==> config.mk <==
export PLATFORM = sky130hd
export DESIGN_NAME = lva_access_ctrl_flat
export DESIGN_NICKNAME = d
export VERILOG_FILES = /design/src/rtl/lva_pkg.sv /design/src/rtl/lva_access_ctrl_if.sv /design/src/rtl/lva_addr_check.sv /design/src/rtl/lva_access_ctrl.sv /design/src/flat_wrapper.sv
export SDC_FILE = /design/constraint.sdc
export NUM_CORES = 1
export LEC_CHECK = 0
export BUFFER_PORTS_ARGS = -buffer_cell sky130_fd_sc_hd__buf_2
export CORE_MARGIN = 5
export CORE_UTILIZATION = 53
export DETAILED_ROUTE_END_ITERATION = 8
export GPL_ROUTABILITY_DRIVEN = 0
export PLACE_DENSITY_LB_ADDON = 0.3
export SETUP_SLACK_MARGIN = 0.1
export SYNTH_ARGS = -nofsm -noshare
export SYNTH_HDL_FRONTEND = slang
export SYNTH_SLANG_ARGS = --single-unit
==> constraint.sdc <==
create_clock -name clk -period 3.5 [get_ports clk]
set_input_delay 1.05 -clock clk [delete_from_list [all_inputs] [get_ports clk]]
set_output_delay 1.05 -clock clk [all_outputs]
set_load 0.01 [all_outputs]
==> src/rtl/lva_pkg.sv <==
// rtl/lva_pkg.sv - shared types and op encodings for the LVA access controller
//
// Purpose : op encoding constants (shared with the execute-stage decoder),
//           the op and FSM state enums, and a sign-extension helper.
// Ports   : none (package).

package lva_pkg;

  // Op encodings on cmd_op; the decoder uses the same constants.
  localparam logic [1:0] OP_LOAD  = 2'b00;
  localparam logic [1:0] OP_STORE = 2'b01;
  localparam logic [1:0] OP_INC   = 2'b10;
  localparam logic [1:0] OP_RSVD  = 2'b11;

  typedef enum logic [1:0] {
    LOAD  = OP_LOAD,
    STORE = OP_STORE,
    INC   = OP_INC,
    RSVD  = OP_RSVD
  } lva_op_t;

  typedef enum logic [2:0] {
    IDLE,
    RD_REQ,
    RD_WAIT,
    WR_REQ,
    WR_WAIT,
    RESP
  } lva_state_t;

  // Sign-extend the 8-bit INC constant to a full LVA word.
  function automatic logic [31:0] sext8(input logic [7:0] v);
    return {{24{v[7]}}, v};
  endfunction

endpackage

==> src/rtl/lva_access_ctrl_if.sv <==
// rtl/lva_access_ctrl_if.sv - command/response and LVA handshake bundle
//
// Purpose : groups the execute-stage command/response signals and the LVA
//           request/completion signals of one access controller.
// Modports: master - the access controller (accepts commands, drives the LVA)
//           slave  - its environment (execute stage plus LVA instance)
// Params  : ADDR - LVA address width.

interface lva_access_ctrl_if #(
  parameter int ADDR = 10
);

  logic            cmd_valid;
  logic            cmd_ready;
  logic [1:0]      cmd_op;
  logic [7:0]      cmd_index;
  logic [31:0]     cmd_value;
  logic [7:0]      cmd_const;
  logic [ADDR-1:0] frame_base;

  logic            rsp_valid;
  logic [31:0]     rsp_data;
  logic            rsp_err;

  logic            lva_trigger;
  logic            lva_write;
  logic [ADDR-1:0] lva_addr;
  logic [31:0]     lva_writevalue;
  logic [31:0]     lva_readvalue;
  logic            lva_done;

  modport master (
    input  cmd_valid, cmd_op, cmd_index, cmd_value, cmd_const, frame_base,
    input  lva_readvalue, lva_done,
    output cmd_ready, rsp_valid, rsp_data, rsp_err,
    output lva_trigger, lva_write, lva_addr, lva_writevalue
  );

  modport slave (
    output cmd_valid, cmd_op, cmd_index, cmd_value, cmd_const, frame_base,
    output lva_readvalue, lva_done,
    input  cmd_ready, rsp_valid, rsp_data, rsp_err,
    input  lva_trigger, lva_write, lva_addr, lva_writevalue
  );

endinterface

==> src/rtl/lva_addr_check.sv <==
// rtl/lva_addr_check.sv - effective slot address and bounds flag
//
// Purpose : eff = frame_base + index, one bit wider than the LVA address so
//           the carry is never lost; flags eff beyond the LVA.
// Ports   : frame_base   in  ADDR    frame base slot
//           index        in  8       slot index (unsigned)
//           eff          out ADDR+1  effective slot number
//           out_of_range out 1       eff >= LVA_SIZE
// Params  : LVA_SIZE - number of LVA words.

module lva_addr_check #(
  parameter  int LVA_SIZE = 1024,
  localparam int ADDR     = $clog2(LVA_SIZE)
) (
  input  logic [ADDR-1:0] frame_base,
  input  logic [7:0]      index,
  output logic [ADDR:0]   eff,
  output logic            out_of_range
);

  always_comb begin
    eff          = {1'b0, frame_base} + (ADDR+1)'(index);
    out_of_range = (eff >= (ADDR+1)'(LVA_SIZE));
  end

endmodule

==> src/rtl/lva_access_ctrl.sv <==
// rtl/lva_access_ctrl.sv - LVA load/store/increment initiator
//
// Purpose : accepts one command at a time from the execute stage, performs
//           the LVA read and/or write it needs, and returns a one-cycle
//           response (value or error).
// Ports   : clk   in  clock, rising edge
//           rst_n in  asynchronous active-low reset
//           bus   lva_access_ctrl_if.master: cmd_* / frame_base in,
//                 cmd_ready / rsp_* out, lva_* request out, lva_done and
//                 lva_readvalue in
// Params  : LVA_SIZE - LVA depth in 32-bit words
//           TIMEOUT  - done wait limit in cycles (only with LVA_TIMEOUT_EN)
// Config  : `define LVA_TIMEOUT_EN adds the done-wait timeout; without it the
//           controller waits for lva_done indefinitely.

module lva_access_ctrl
  import lva_pkg::*;
#(
  parameter int LVA_SIZE = 1024
`ifdef LVA_TIMEOUT_EN
  , parameter int TIMEOUT = 64
`endif
) (
  input  logic                clk,
  input  logic                rst_n,
  lva_access_ctrl_if.master   bus
);

  localparam int ADDR = $clog2(LVA_SIZE);

  lva_state_t      state_q, state_d;
  lva_op_t         op_q;
  logic [7:0]      const_q;
  logic [ADDR-1:0] addr_q;
  logic [31:0]     wval_q;
  logic [31:0]     rsp_data_q;
  logic            rsp_err_q;

  logic [ADDR:0]   eff;
  logic            out_of_range;
  logic            cmd_err;
  logic            accept;
  logic            timeout_hit;

  // Combinational outputs of the next-state process.
  logic            cmd_ready_c;
  logic            trigger_c;
  logic            write_c;
  logic            rsp_valid_c;
  logic            rsp_set;
  logic [31:0]     rsp_data_d;
  logic            rsp_err_d;
  logic            wval_load;
  logic [31:0]     wval_d;

  lva_addr_check #(.LVA_SIZE(LVA_SIZE)) u_addr_check (
    .frame_base   (bus.frame_base),
    .index        (bus.cmd_index),
    .eff          (eff),
    .out_of_range (out_of_range)
  );

  // eff[ADDR] set already implies out_of_range; it is or-ed in so the carry
  // bit of the sum is consumed explicitly.
  assign cmd_err = out_of_range | eff[ADDR] | (lva_op_t'(bus.cmd_op) == RSVD);
  assign accept  = (state_q == IDLE) && bus.cmd_valid;

`ifdef LVA_TIMEOUT_EN
  localparam int CW = $clog2(TIMEOUT + 1);
  logic [CW-1:0] wait_cnt_q;

  // Cleared in the request cycle, so it reads 0 on the first wait cycle and
  // TIMEOUT-1 on the last one.
  always_ff @(posedge clk or negedge rst_n) begin
    if (!rst_n) begin
      wait_cnt_q <= '0;
    end else if (state_q == RD_REQ || state_q == WR_REQ) begin
      wait_cnt_q <= '0;
    end else if (state_q == RD_WAIT || state_q == WR_WAIT) begin
      wait_cnt_q <= wait_cnt_q + 1'b1;
    end
  end

  assign timeout_hit = (wait_cnt_q == CW'(TIMEOUT - 1));
`else
  assign timeout_hit = 1'b0;
`endif

  always_ff @(posedge clk or negedge rst_n) begin
    if (!rst_n) begin
      state_q <= IDLE;
    end else begin
      state_q <= state_d;
    end
  end

  always_comb begin
    state_d     = state_q;
    cmd_ready_c = 1'b0;
    trigger_c   = 1'b0;
    write_c     = 1'b0;
    rsp_valid_c = 1'b0;
    rsp_set     = 1'b0;
    rsp_data_d  = 32'd0;
    rsp_err_d   = 1'b0;
    wval_load   = 1'b0;
    wval_d      = wval_q;

    case (state_q)
      IDLE: begin
        cmd_ready_c = 1'b1;
        if (bus.cmd_valid) begin
          if (cmd_err) begin
            state_d   = RESP;
            rsp_set   = 1'b1;
            rsp_err_d = 1'b1;
          end else if (lva_op_t'(bus.cmd_op) == STORE) begin
            state_d = WR_REQ;
          end else begin
            state_d = RD_REQ;
          end
        end
      end
      RD_REQ: begin
        trigger_c = 1'b1;
        state_d   = RD_WAIT;
      end
      RD_WAIT: begin
        if (bus.lva_done) begin
          if (op_q == INC) begin
            wval_load = 1'b1;
            wval_d    = bus.lva_readvalue + sext8(const_q);
            state_d   = WR_REQ;
          end else begin
            rsp_set    = 1'b1;
            rsp_data_d = bus.lva_readvalue;
            state_d    = RESP;
          end
        end else if (timeout_hit) begin
          rsp_set   = 1'b1;
          rsp_err_d = 1'b1;
          state_d   = RESP;
        end
      end
      WR_REQ: begin
        trigger_c = 1'b1;
        write_c   = 1'b1;
        state_d   = WR_WAIT;
      end
      WR_WAIT: begin
        write_c = 1'b1;
        if (bus.lva_done) begin
          rsp_set    = 1'b1;
          rsp_data_d = wval_q;
          state_d    = RESP;
        end else if (timeout_hit) begin
          rsp_set   = 1'b1;
          rsp_err_d = 1'b1;
          state_d   = RESP;
        end
      end
      RESP: begin
        rsp_valid_c = 1'b1;
        state_d     = IDLE;
      end
      default: state_d = IDLE;
    endcase
  end

  // Command latch and response registers. The response registers load only
  // on entry to RESP so rsp_data/rsp_err hold between responses.
  always_ff @(posedge clk or negedge rst_n) begin
    if (!rst_n) begin
      op_q       <= LOAD;
      const_q    <= '0;
      addr_q     <= '0;
      wval_q     <= '0;
      rsp_data_q <= '0;
      rsp_err_q  <= 1'b0;
    end else begin
      if (accept) begin
        op_q    <= lva_op_t'(bus.cmd_op);
        const_q <= bus.cmd_const;
        if (!cmd_err) begin
          addr_q <= eff[ADDR-1:0];
        end
        if (lva_op_t'(bus.cmd_op) == STORE) begin
          wval_q <= bus.cmd_value;
        end
      end
      if (wval_load) begin
        wval_q <= wval_d;
      end
      if (rsp_set) begin
        rsp_data_q <= rsp_data_d;
        rsp_err_q  <= rsp_err_d;
      end
    end
  end

  assign bus.cmd_ready      = cmd_ready_c;
  assign bus.rsp_valid      = rsp_valid_c;
  assign bus.rsp_data       = rsp_data_q;
  assign bus.rsp_err        = rsp_err_q;
  assign bus.lva_trigger    = trigger_c;
  assign bus.lva_write      = write_c;
  assign bus.lva_addr       = addr_q;
  assign bus.lva_writevalue = wval_q;

endmodule

==> src/flat_wrapper.sv <==
// flat-port wrapper written by rule: the top's interface ports become plain ports
module lva_access_ctrl_flat import lva_pkg::*;
#(
  parameter int LVA_SIZE = 1024

)
  (clk, rst_n, bus_cmd_valid, bus_cmd_op, bus_cmd_index, bus_cmd_value, bus_cmd_const, bus_frame_base, bus_lva_readvalue, bus_lva_done, bus_cmd_ready, bus_rsp_valid, bus_rsp_data, bus_rsp_err, bus_lva_trigger, bus_lva_write, bus_lva_addr, bus_lva_writevalue);
  lva_access_ctrl_if #(.ADDR((10))) bus_i ();
  input  logic clk;
  input  logic rst_n;
  input wire logic [$bits(bus_i.cmd_valid)-1:0] bus_cmd_valid;
  input wire logic [$bits(bus_i.cmd_op)-1:0] bus_cmd_op;
  input wire logic [$bits(bus_i.cmd_index)-1:0] bus_cmd_index;
  input wire logic [$bits(bus_i.cmd_value)-1:0] bus_cmd_value;
  input wire logic [$bits(bus_i.cmd_const)-1:0] bus_cmd_const;
  input wire logic [$bits(bus_i.frame_base)-1:0] bus_frame_base;
  input wire logic [$bits(bus_i.lva_readvalue)-1:0] bus_lva_readvalue;
  input wire logic [$bits(bus_i.lva_done)-1:0] bus_lva_done;
  output wire logic [$bits(bus_i.cmd_ready)-1:0] bus_cmd_ready;
  output wire logic [$bits(bus_i.rsp_valid)-1:0] bus_rsp_valid;
  output wire logic [$bits(bus_i.rsp_data)-1:0] bus_rsp_data;
  output wire logic [$bits(bus_i.rsp_err)-1:0] bus_rsp_err;
  output wire logic [$bits(bus_i.lva_trigger)-1:0] bus_lva_trigger;
  output wire logic [$bits(bus_i.lva_write)-1:0] bus_lva_write;
  output wire logic [$bits(bus_i.lva_addr)-1:0] bus_lva_addr;
  output wire logic [$bits(bus_i.lva_writevalue)-1:0] bus_lva_writevalue;
  assign bus_i.cmd_valid = bus_cmd_valid;
  assign bus_i.cmd_op = bus_cmd_op;
  assign bus_i.cmd_index = bus_cmd_index;
  assign bus_i.cmd_value = bus_cmd_value;
  assign bus_i.cmd_const = bus_cmd_const;
  assign bus_i.frame_base = bus_frame_base;
  assign bus_i.lva_readvalue = bus_lva_readvalue;
  assign bus_i.lva_done = bus_lva_done;
  assign bus_cmd_ready = bus_i.cmd_ready;
  assign bus_rsp_valid = bus_i.rsp_valid;
  assign bus_rsp_data = bus_i.rsp_data;
  assign bus_rsp_err = bus_i.rsp_err;
  assign bus_lva_trigger = bus_i.lva_trigger;
  assign bus_lva_write = bus_i.lva_write;
  assign bus_lva_addr = bus_i.lva_addr;
  assign bus_lva_writevalue = bus_i.lva_writevalue;
  lva_access_ctrl #(.LVA_SIZE(LVA_SIZE)) u_core (.clk(clk), .rst_n(rst_n), .bus(bus_i));
endmodule
; After elaboration in Yosys (flattened, before gate mapping)
; Cells that the tools add are included.
; Widths: inputs -> output; s select.
[op_classes]
n_addsub = 2
mul = 0
div = 0
order_cmp = 1
n_eq_ne = 14
shift = 0
n_mux = 31
bitwise_logic = 3
n_reduce_logical = 9
[ops]
columns = cell, count
row1 = $mux 32, 9
row2 = $pmux 32 s2, 1
row3 = $add 32x32->32, 1
row4 = $mux 3, 5
row5 = $pmux 3 s5, 1
row6 = $mux 1, 13
row7 = $ne 2x2->1 const B, 6
row8 = $add 10x8->11, 1
row9 = $ge 11x11->1 const B, 1
row10 = $eq 3x2->1 const B, 2
row11 = $eq 3x3->1 const B, 2
row12 = $reduce_and 5->1, 1
row13 = $eq 2x2->1 const B, 2
row14 = $reduce_bool 2->1, 2
row15 = $reduce_or 2->1, 2
row16 = $eq 3x1->1 const B, 1
row17 = $logic_not 3->1, 1
row18 = $pmux 1 s3, 1
row19 = $reduce_and 3->1, 1
row20 = $eq 2x1->1 const B, 1
row21 = $mux 2, 1
row22 = $or 1x1->1, 2
row23 = $reduce_and 2->1, 1
row24 = $logic_and 1x1->1, 1
row25 = $not 1->1, 1
[word_totals]
regBits = 88
latch_bits = 0
ram_bits = 0
romBits = 0
inputBits = 96
out_inout_bits = 79
word_cells = 67
mem_count = 0

; Depth between registers and ports, before layout
[depth]
depth_word = 7
depth_mapped = 11
ltp_nobuf = 10

; Modules after synthesis
; A second synthesis with hierarchy kept.
[hier_totals]
hier_cells = 672
area_unflattened_um2 = 6178.4
[by_module_without_submodules]
columns = module, instances, cells_each, area_per_inst_um2, seq_area_each_um2
row1 = lva_access_ctrl, 1, 620, 5775.5, 2202.1
row2 = lva_addr_check, 1, 52, 402.9, 0.0

; Worst setup path before layout
; OpenSTA, ideal clock, no wires.
[synth_timing]
kind = input -> register
start = input bus_frame_base[0]
end = register u_core.rsp_data_q[12] (netlist: u_core.bus.rsp_data[12])
setup_time_ns = 0.079
arrival_ns = 3.292
t_required_ns = 3.421
slack_ns = 0.129
cell_stages = 11
n_path_buf = 1
path_cell_list = ha_1 > fa_1 > a21o_1 > a21oi_2 > o21bai_1 > a2111o_1 > a41oi_2 > nor2b_2 > nor2_4 > buf_6 > o2bb2ai_1
[synth_via]
elab_chain_len = 7
[synth_rtl]
columns = item, line_no
row1 = from (decl), flat_wrapper.sv:16  ; input wire logic [$bits(bus_i.frame_base)-1:0] bus_frame_base;
row2 = $add 10x8->11 *, lva_addr_check.sv:22  ; eff = {1'b0, frame_base} + (ADDR+1)'(index);
row3 = $ge 11x11->1, lva_addr_check.sv:23  ; out_of_range = (eff >= (ADDR+1)'(LVA_SIZE));
row4 = $or 1x1->1 * (2 in series), lva_access_ctrl.sv:65  ; assign cmd_err = out_of_range | eff[ADDR] | (lva_op_t'(bus.cmd_op) == RSVD);
row5 = $mux 1 *, lva_access_ctrl.sv:113  ; if (cmd_err) begin
row6 = $mux 1 *, lva_access_ctrl.sv:112  ; if (bus.cmd_valid) begin
row7 = $pmux 1 s3 *, lva_access_ctrl.sv:109  ; case (state_q)
row8 = to (signal assigned), lva_access_ctrl.sv:195  ; rsp_data_q <= rsp_data_d;
row9 = to (decl), lva_access_ctrl.sv:36  ; logic [31:0] rsp_data_q;
; Mark *: on every way between the ends. The rest lies on a longest branch, timed or not.
; A chain may end at the register's enable or synchronous reset.

; Worst setup path in the final report
[layout_timing]
start = input bus_lva_readvalue[0]
end = register u_core.wval_q[18] (netlist: u_core.bus.lva_writevalue[18])
[layout_via]
elab_chain_len = 5
[layout_rtl]
columns = item, line_no
row1 = from (decl), flat_wrapper.sv:17  ; input wire logic [$bits(bus_i.lva_readvalue)-1:0] bus_lva_readvalue;
row2 = $add 32x32->32, lva_access_ctrl.sv:132  ; wval_d = bus.lva_readvalue + sext8(const_q);
row3 = $mux 32, lva_access_ctrl.sv:130  ; if (op_q == INC) begin
row4 = $mux 32, lva_access_ctrl.sv:129  ; if (bus.lva_done) begin
row5 = $mux 32, lva_access_ctrl.sv:109
row6 = $mux 32, lva_access_ctrl.sv:191  ; if (wval_load) begin
row7 = to (signal assigned), lva_access_ctrl.sv:188  ; wval_q <= bus.cmd_value;
row8 = to (signal assigned), lva_access_ctrl.sv:192  ; wval_q <= wval_d;
row9 = to (decl), lva_access_ctrl.sv:35  ; logic [31:0] wval_q;
; Every way passes these cells. The select of a mux whose other input is x is not followed.

==> results.sh <==
export IMPL_hp_class="flip-flop to flip-flop"
export IMPL_grt_pass1_vias=5694
export IMPL_synth_compound_area_frac=0.256
export IMPL_antenna_found_initial=1
export IMPL_crit_type="primary input to flip-flop"
export IMPL_hold_buffers=0
export IMPL_num_nets_final=933
export IMPL_ios=175
export IMPL_relSlewSlack=0.478
export IMPL_p_switching_w=0.00305
export IMPL_grt_use_total=0.261
export IMPL_hpwl_mm=12.8
export IMPL_wl_per_cell_um=18.5
export IMPL_clk_pin_slew_ps=70
export IMPL_final_core_util=0.677
export IMPL_cap_violations=0
export IMPL_holdPathStages=1
export IMPL_core_area_um2=10900
export IMPL_hold_viol_final=0
export IMPL_synthXorXnorAreaFrac=0.0544
export IMPL_synth_area_leaders="dfrtp_1 (37%), ha_1 (8.2%), mux2_2 (5.1%)"
export IMPL_leakagePower_nw=3.70
export IMPL_synthesis_yosys_warnings=0
export IMPL_overflow=0
export IMPL_status="finished, final reports clean"
export IMPL_place_inst=925
export IMPL_cp_start_kind="primary input"
export IMPL_final_cells=941
export IMPL_worstRegToRegCells=10
export IMPL_synth_top_family_by_area="compound AO/OA/AOI/OAI gates"
export IMPL_clock_latency_ps=350
export IMPL_min_to="u_core.bus.rsp_data[30]$_DFFE_PN0P_"
export IMPL_viasPerCell=6.03
export IMPL_p_seq_frac=0.269
export IMPL_clock_power_share=0.161
export IMPL_synth_common_cells="dfrtp_1 (88), a21oi_1 (52), nand2_1 (46)"
export IMPL_period_needed_ps=3290
export IMPL_synthCells=623
export IMPL_mappedNetlistArea_um2=5960
export IMPL_tightestPinTransition_ps=782
export IMPL_synth_fp_nets=760
export IMPL_cp_required_ps=3710
export IMPL_drc=0
export IMPL_reg2reg_from="u_core.const_q[0]$_DFFE_PN0P_"
export IMPL_vias=5678
export IMPL_p_int_w=0.00397
export IMPL_ir_drop_v=0.000480
export IMPL_reg2reg_setup_slack_ps=630
export IMPL_die_width_um=116
export IMPL_cts_tree="done"
export IMPL_pwr_share_comb=0.569
export IMPL_reg2reg_to="u_core.bus.lva_writevalue[18]$_DFFE_PN0P_"
export IMPL_synth_ff_type="dfrtp_1"
export IMPL_drive_gt1_frac=0.321
export IMPL_cp_arrival_ps=3490
export IMPL_port_buffer_count=174
export IMPL_crit_fanout=4
export IMPL_drtIter0Drc=464
export IMPL_fmax_mhz=304
export IMPL_fin_skew_ps=9.92
export IMPL_synth_seq_cells=88
export IMPL_synth_edf_count=0
export IMPL_htreeDepth=3
export IMPL_die_area_um2=13500
export IMPL_ant_nets=0
export IMPL_clockRootBuffer="clkbuf_16"
export IMPL_start_util=0.545
export IMPL_synth_top_area_cell="dfrtp_1"
export IMPL_clock_sinks=88
export IMPL_antenna_cells=0
export IMPL_p_sw_frac=0.434
export IMPL_areaGrowthSynthToFinish_pct=24.2
export IMPL_dieHeight_um=116
export IMPL_endpoint_kind="flip-flop"
export IMPL_async_flop_share=1.00
export IMPL_setup_viol=0
export IMPL_synth_simple_area_share=0.116
export IMPL_synth_adder_area_share=0.0886
export IMPL_firstDrtPassIters=5
export IMPL_drt_total_wl_mm=17.4
export IMPL_p_per_area_nw_per_um2=948
export IMPL_synth_top_area_share=0.369
export IMPL_grt_pass1_wl_mm=28.0
export IMPL_maxSlewViolCount=0
export IMPL_synth_most_common_cell="dfrtp_1"
export IMPL_grt_max_degree=48
export IMPL_rsz0062_at_grt="no"
export IMPL_hold_start="u_core.bus.rsp_data[30]$_DFFE_PN0P_"
export IMPL_fillers=873
export IMPL_fin_crit_sh=0.939
export IMPL_num_rows=38
export IMPL_seq_area_frac_synth=0.369
export IMPL_synth_cell_type_count=63
export IMPL_synth_area_mux_share=0.0795
export IMPL_numCtsBuffers=9
export IMPL_clockBufferDepth=2
export IMPL_syn_avg_cell_area_um2=9.57
==> timing repair <==
item	4_1_cts	5_1_grt
buffers inserted	0	0
gates resized for setup	0	1
hold endpoints to repair	0	0
setup endpoints to repair	0	6
==> power groups by stage <==
stage                     logic [W]  registers, W  clock network [W]
after floorplan             0.00250       0.00202                  0
after global placement      0.00380       0.00187                  0
after detailed placement    0.00390       0.00189                  0
after CTS                   0.00396       0.00189            0.00114
after global routing        0.00436       0.00196            0.00119
final                       0.00400       0.00189            0.00113
==> sequential cells by signal, indices dropped and copies added (netlist names) <==
| signal | flops |
|---|---|
| u_core.bus.lva_writevalue | 32 |
| u_core.const_q | 8 |
| u_core.bus.lva_addr | 10 |
| u_core.bus.rsp_data | 32 |
| u_core.op_q | 2 |
| u_core.state_q | 3 |
| u_core.bus.rsp_err | 1 |
==> per-layer routing <==
| metal | vias to the layer above | track usage | wire [um] |
|---|---|---|---|
| met1 | 2694 | 0.352 | 7420 |
| met3 | 30 | 0.0444 | 1440 |
| met2 | 276 | 0.431 | 8230 |
| met4 | 2 | 0.0804 | 287 |
| met5 | - | 0 | 13 |
| li1 | 2676 | - | - |
==> cells by family (layout without fill, tap and decap cells) <==
logic type               after synthesis  count (layout)
multiplexers                          44              44
flip-flops                            88              88
AO/OA/AOI/OAI                        220             220
adder cells (fa/ha/maj)               41              41
AND/OR/NAND/NOR                      146             146
buffers and inverters                 47             225
XOR/XNOR                              37              37
==> cells in the final DEF, fill, tap and decap left out, types with 4 or more instances in the layout <==
cell and instances:
o21ai_0 32, a31oi_1 8, buf_4 22, xor2_1 22
o2bb2ai_1 29, clkbuf_16 9, nand2_1 46, a22oi_1 33
a21oi_1 52, buf_2 173, nor2b_1 5, o21bai_1 6
and3_1 4, ha_1 39, mux2_2 27, o21a_1 5
nand3_1 10, a21o_1 18, dfrtp_1 88, nand4_1 7
mux2i_1 17, nand2b_1 6, nor2_1 43, a211oi_1 6
xnor2_1 15, inv_1 11
==> critical path, stage by stage <==
cell and delay [ps]:
buf_2 110, ha_1 220, fa_1 430, a211oi_1 270
o21bai_1 140, a211o_1 370, o21ai_2 200, nor2_1 120
a31oi_1 250, xor2_1 220, o21ai_0 120
==> worst max path at each step <==
stage / slack, ps / endpoint / startpoint / depth (start not counted)
2_1_floorplan: 130 / u_core.bus.rsp_data[12]$_DFFE_PN0P_ / bus_frame_base[0] / 11
3_3_place_gp: -90 / u_core.bus.rsp_data[9]$_DFFE_PN0P_ / bus_frame_base[0] / 12
3_5_place_dp: -160 / u_core.bus.rsp_data[10]$_DFFE_PN0P_ / bus_frame_base[0] / 12
4_1_cts: 220 / u_core.bus.rsp_data[11]$_DFFE_PN0P_ / bus_frame_base[0] / 12
5_1_grt: 110 / u_core.bus.lva_writevalue[18]$_DFFE_PN0P_ / bus_lva_readvalue[0] / 11
6_report: 210 / u_core.bus.lva_writevalue[18]$_DFFE_PN0P_ / bus_lva_readvalue[0] / 11
==> stage by stage <==
step	hold WS (ps)	TNS [ps]	worst slack, ps	power (W)	instance area (um2)
floorplan	472	0	129	0.00451	5960
global placement	463	-2950	-93.7	0.00568	7060
detailed placement	471	-5080	-156	0.00579	7060
CTS	490	0	220	0.00699	7410
global route	503	0	112	0.00751	7410
finish	488	0	213	0.00702	7410
==> layout make-up <==
| type | instances | area, um2 | share of cell area |
|---|---|---|---|
| flip-flops and latches | 88 | 2200 | 0.297 |
| inverters | 11 | 41.3 | 0.00557 |
| well taps | 140 | 175 | 0.0236 |
| clock inverters | 5 | 104 | 0.0140 |
| multi-input cells | 488 | 3550 | 0.479 |
| repair buffers | 198 | 1090 | 0.147 |
| clock buffers | 11 | 243 | 0.0328 |
Note: power is estimated with default switching activity, not from simulation.
